[config.mk]
export PLATFORM = sky130hd
export DESIGN_NAME = dw01_sub_seq
export DESIGN_NICKNAME = d
export VERILOG_FILES = /design/src/rtl/dw01_sub_seq.sv
export SDC_FILE = /design/constraint.sdc
export NUM_CORES = 1
export LEC_CHECK = 0
export ABC_CLOCK_PERIOD_IN_PS = 3020
export CORE_ASPECT_RATIO = 1.5
export CORE_UTILIZATION = 45
export CTS_BUF_LIST = sky130_fd_sc_hd__clkbuf_4
export CTS_CLUSTER_DIAMETER = 80
export DETAILED_ROUTE_END_ITERATION = 10
export PLACE_DENSITY = 0.84
export REMOVE_ABC_BUFFERS = 1
export SETUP_SLACK_MARGIN = 0.4
export SLEW_MARGIN = 10
export SYNTH_ARGS = -nofsm -noshare
export SYNTH_HDL_FRONTEND = slang
export SYNTH_SLANG_ARGS = --single-unit
[constraint.sdc]
create_clock -name clk -period 3.02 [get_ports clk]
set_clock_uncertainty 0.2 [all_clocks]
set_input_delay 0.755 -clock clk [delete_from_list [all_inputs] [get_ports clk]]
set_output_delay 0.755 -clock clk [all_outputs]
set_load 0.01 [all_outputs]
[src/rtl/dw01_sub_seq.sv]
// dw01_sub_seq: multi-cycle chunked subtractor, DIFF = A - B - BI, CHUNK bits per cycle, LSB first
//   clk        in   1      rising-edge clock
//   rst_n      in   1      asynchronous active-low reset
//   in_valid   in   1      operands valid
//   in_ready   out  1      high in IDLE, operands accepted on in_valid&in_ready
//   A, B       in   width  minuend, subtrahend
//   BI         in   1      borrow-in
//   out_valid  out  1      result valid (DONE)
//   out_ready  in   1      consumer accepts result
//   DIFF       out  width  A - B - BI mod 2^width
//   BO         out  1      borrow-out, 1 when A < B + BI unsigned
//   busy       out  1      high in CALC or DONE
//   ovf        out  1      two's-complement overflow, present only with DW01_SUB_SEQ_OVF_EN defined
module dw01_sub_seq #(
  parameter int width = 8,
  parameter int CHUNK = 2
) (
  input  logic             clk,
  input  logic             rst_n,
  input  logic             in_valid,
  output logic             in_ready,
  input  logic [width-1:0] A,
  input  logic [width-1:0] B,
  input  logic             BI,
  output logic             out_valid,
  input  logic             out_ready,
  output logic [width-1:0] DIFF,
  output logic             BO,
  output logic             busy
`ifdef DW01_SUB_SEQ_OVF_EN
  ,
  output logic             ovf
`endif
);
  localparam int NCHUNK = width / CHUNK;
  localparam int CW = NCHUNK > 1 ? $clog2(NCHUNK) : 1;
  localparam logic [CW-1:0] LAST = CW'(NCHUNK - 1);
  typedef enum logic [1:0] {IDLE, CALC, DONE} state_t;
  state_t state_q, state_d;
  logic [CW-1:0] cnt_q, cnt_d;
  logic [width-1:0] a_q, a_d, b_q, b_d, diff_q, diff_d;
  logic borrow_q, borrow_d, bo_q, bo_d;
  logic [31:0] base;
  logic [CHUNK:0] sub;
`ifdef DW01_SUB_SEQ_OVF_EN
  logic ovf_q, ovf_d;
  assign ovf = ovf_q;
`endif
  assign in_ready  = state_q == IDLE;
  assign out_valid = state_q == DONE;
  assign busy      = state_q != IDLE;
  assign DIFF      = diff_q;
  assign BO        = bo_q;
  assign base      = 32'(cnt_q) * CHUNK;
  // The extra top bit of the chunk difference goes negative exactly when a borrow is needed.
  assign sub = {1'b0, a_q[base +: CHUNK]} - {1'b0, b_q[base +: CHUNK]} - {{CHUNK{1'b0}}, borrow_q};
  always_comb begin
    state_d  = state_q;
    cnt_d    = cnt_q;
    a_d      = a_q;
    b_d      = b_q;
    diff_d   = diff_q;
    borrow_d = borrow_q;
    bo_d     = bo_q;
`ifdef DW01_SUB_SEQ_OVF_EN
    ovf_d    = ovf_q;
`endif
    case (state_q)
      IDLE: if (in_valid) begin
        a_d      = A;
        b_d      = B;
        borrow_d = BI;
        cnt_d    = '0;
        state_d  = CALC;
      end
      CALC: begin
        diff_d[base +: CHUNK] = sub[CHUNK-1:0];
        borrow_d = sub[CHUNK];
        cnt_d    = cnt_q + 1'b1;
        if (cnt_q == LAST) begin
          bo_d    = sub[CHUNK];
          cnt_d   = '0;
          state_d = DONE;
`ifdef DW01_SUB_SEQ_OVF_EN
          // The final chunk carries the result MSB.
          ovf_d   = (a_q[width-1] != b_q[width-1]) && (sub[CHUNK-1] != a_q[width-1]);
`endif
        end
      end
      DONE: state_d = out_ready ? IDLE : DONE;
      default: state_d = IDLE;
    endcase
  end
  always_ff @(posedge clk or negedge rst_n) begin
    if (!rst_n) begin
      state_q  <= IDLE;
      cnt_q    <= '0;
      a_q      <= '0;
      b_q      <= '0;
      diff_q   <= '0;
      borrow_q <= 1'b0;
      bo_q     <= 1'b0;
`ifdef DW01_SUB_SEQ_OVF_EN
      ovf_q    <= 1'b0;
`endif
    end else begin
      state_q  <= state_d;
      cnt_q    <= cnt_d;
      a_q      <= a_d;
      b_q      <= b_d;
      diff_q   <= diff_d;
      borrow_q <= borrow_d;
      bo_q     <= bo_d;
`ifdef DW01_SUB_SEQ_OVF_EN
      ovf_q    <= ovf_d;
`endif
    end
  end
endmodule
==> out/results.ini <==
[status]
status = finished, final reports clean

[logic_synthesis]
synthCells = 112
synth_edf_count = 0
synthMuxAreaShare = 0.206
yosysSeqAreaShare = 0.497
synthDistinctLibCells = 26
synth_compound_area_frac = 0.0728
synth_area_leaders = dfrtp_1 50%, mux2_4 7.9%, mux2_2 6.7%
syn_area_per_cell_um2 = 13.5
yosys_warnings = 0
ys_ff_latch = 30
synthXorXnorAreaFrac = 0
synth_top_family_by_area = multiplexers
yosysMostFrequentCell = dfrtp_1
async_flop_share = 1.00
synth_area_leader_cell = dfrtp_1
yosys.area_share.simple = 0.0969
netlist.area_leader.share = 0.497
synth-main-ff-cell = dfrtp_1
synthAdderAreaFrac = 0.0762
synth_area_um2 = 1510
yosys-top-cells-count = 30 x dfrtp_1, 13 x nand2_1, 9 x mux2_2

[power_and_ir_drop]
intPower_mw = 1.27
combPwrFrac = 0.525
p_switching_mw = 0.779
powerDensity_nw_per_um2 = 1070
switching_share = 0.380
pwr-share-seq = 0.365
p_total_mw = 2.05
leakage_nw = 0.829
peakVddDrop_mv = 0.587
clkPwrFrac = 0.111

[routing]
routedWlPerCell_um = 15.2
drt_iter0_drc = 18
detail_route.vias_per_cell = 5.31
drtPass1Iterations = 4
vias = 1003
drc = 0
totalWireLength_um = 2880
ant_nets = 0

[final_layout]
syn_to_final_growth_pct = 26.5
nNetsFinal = 177
n_fill_cell = 269
multiInputGateArea_um2 = 693
seq_area_um2 = 753
drive_gt1_frac = 0.255
antenna_cells = 0

[clock_tree]
cts_tree = done
cts_root_buffer = clkbuf_4
htree_num_levels = 2
clkTransAtPathRegs_ns = 0.09
numCtsBuffers = 5
cts_sinks = 30
hold_buffers = 0
clk_latency_ns = 0.33
clk_path_buf_depth = 2
cts_setup_buffers = 0

[min_path]
holdPathStages = 2
hp-class = reg -> reg

[worst_setup_path]
setup.worst_path.end_class = output port
cp.arrival_ns = 1.57
cp-startpoint = state_q[0]
crit_end = out_valid
required_ns = 2.06
start_kind = flop
cp_max_fo = 10
r2r_start = cnt_q[0]
r2r_cells = 6
crit_type = reg -> out
reg2reg_to = DIFF[1]
r2r_slack_ns = 0.52

[sta]
rsz0062_at_grt = false
setup_ws_ns = 0.494
fin_crit_sh = 0.836
setup_violations = 0
clock.fmax_mhz = 396
setup_tns_ns = 0
drv_slew = 0
fin_crit_ns = 2.53
hold_viol_final = 0
worst_pin_slew_ns = 0.375
slew_headroom = 0.750

[run]
maxCapViolations = 0

[global_route]
grt_pass1_vias = 1098
antenna_found_initial = 0
grt-ovfl-total = 0
track_usage = 0.191
grt_max_degree = 31
grt_pass1_wl_um = 5030

[floorplanning]
die_x_um = 49.3
io_pins = 33
start_util = 0.474
fp.dieArea_um2 = 3600
die_y_um = 73.0
core_area_um2 = 3190
fp-row-count = 25

[place]
place_ws_ns = 0.418
dp_hpwl_um = 2230
gp_congestion = 0.871
port_buffers = 32

routing by layer:
layer | up-vias | global-route usage | share of wire
met5 | - | 0 | 0
met1 | 496 | 0.199 | 0.38
met3 | 10 | 0.0500 | 0.035
li1 | 468 | - | -
met4 | 0 | 0.101 | 0.031
met2 | 29 | 0.347 | 0.56
sequential cells by signal, summed over array words and instances (netlist names):
| signal | cells |
|---|---|
| cnt_q | 2 |
| a_q | 8 |
| borrow_q | 1 |
| b_q | 8 |
| DIFF | 8 |
| BO | 1 |
| state_q | 2 |
placed cells by master, fill, tap and decap left out:
| cell | n |
|---|---|
| clkdlybuf4s50_1 | 32 |
| dfrtp_1 | 28 |
| nand2_1 | 13 |
| mux2_2 | 9 |
| mux2_4 | 8 |
| inv_1 | 7 |
| o31ai_1 | 6 |
| ha_1 | 6 |
| clkbuf_4 | 6 |
| mux4_2 | 4 |
| nand3b_1 | 4 |
| o41ai_1 | 3 |
| nand2b_1 | 2 |
| nand3_1 | 2 |
| o21ai_0 | 2 |
| buf_4 | 2 |
| dfrtp_2 | 2 |
| nor2_4 | 1 |
| nor2b_2 | 1 |
| and2_4 | 1 |
| o41ai_2 | 1 |
| nor2_1 | 1 |
| a22oi_1 | 1 |
| and4bb_2 | 1 |
| a21oi_1 | 1 |
| o21bai_1 | 1 |
| fa_1 | 1 |
| fa_2 | 1 |
| clkinv_2 | 1 |
| clkinv_1 | 1 |
layout make-up:
cell class	count	share of cell area
Sequential cell	30	0.394
Multi-Input combinational cell	70	0.363
Timing Repair Buffer	34	0.175
Tap cell	40	0.0262
Clock buffer	6	0.0236
Inverter	7	0.0137
Clock inverter	2	0.00458
cell families after synthesis:
logic type      count (synthesis)
simple gates                   26
flops                          30
compound gates                 15
buf+inv                        12
fa+ha+maj                       8
mux                            21
per-stage QoR:
step	cell area (µm²)	std cells	hold slack, ns	utilization
CTS	1910	189	0.283	0.598
detailed placement	1850	181	0.261	0.578
global placement	1850	181	0.261	0.578
floorplan	1460	107	0.259	-
global route	1910	189	0.291	0.599
finish	1910	189	0.281	0.599
critical path, cell delays in order, from the launching register on:
cell	delay, ns
dfrtp_2	0.49
nand2b_1	0.18
inv_1	0.06
clkdlybuf4s50_1	0.52
power by group through the flow:
| stage | sequential [mW] | clock [mW] | combinational (mW) |
|---|---|---|---|
| 4_1_cts | 0.747 | 0.236 | 1.06 |
| 3_3_place_gp | 0.736 | 0 | 1.01 |
| 6_report | 0.749 | 0.227 | 1.08 |
| 2_1_floorplan | 0.735 | 0 | 0.697 |
| 5_1_grt | 0.772 | 0.257 | 1.17 |
| 3_5_place_dp | 0.755 | 0 | 1.04 |
how the worst min path moves through the flow:
| stage | start | endpoint | slack (ns) |
|---|---|---|---|
| after floorplan | rst_n | BO | 0.26 |
| after global placement | DIFF[4] | DIFF[4] | 0.26 |
| after detailed placement | DIFF[1] | DIFF[1] | 0.26 |
| after CTS | DIFF[1] | DIFF[1] | 0.28 |
| after global routing | DIFF[1] | DIFF[1] | 0.29 |
| final | DIFF[1] | DIFF[1] | 0.28 |
timing repair:
action | 4_1_cts | 5_1_grt
resized for setup | 1 | 3
hold endpoints to repair | 0 | 0
endpoints found under the setup margin | 1 | 2
Power figures use the tool's default switching activity.
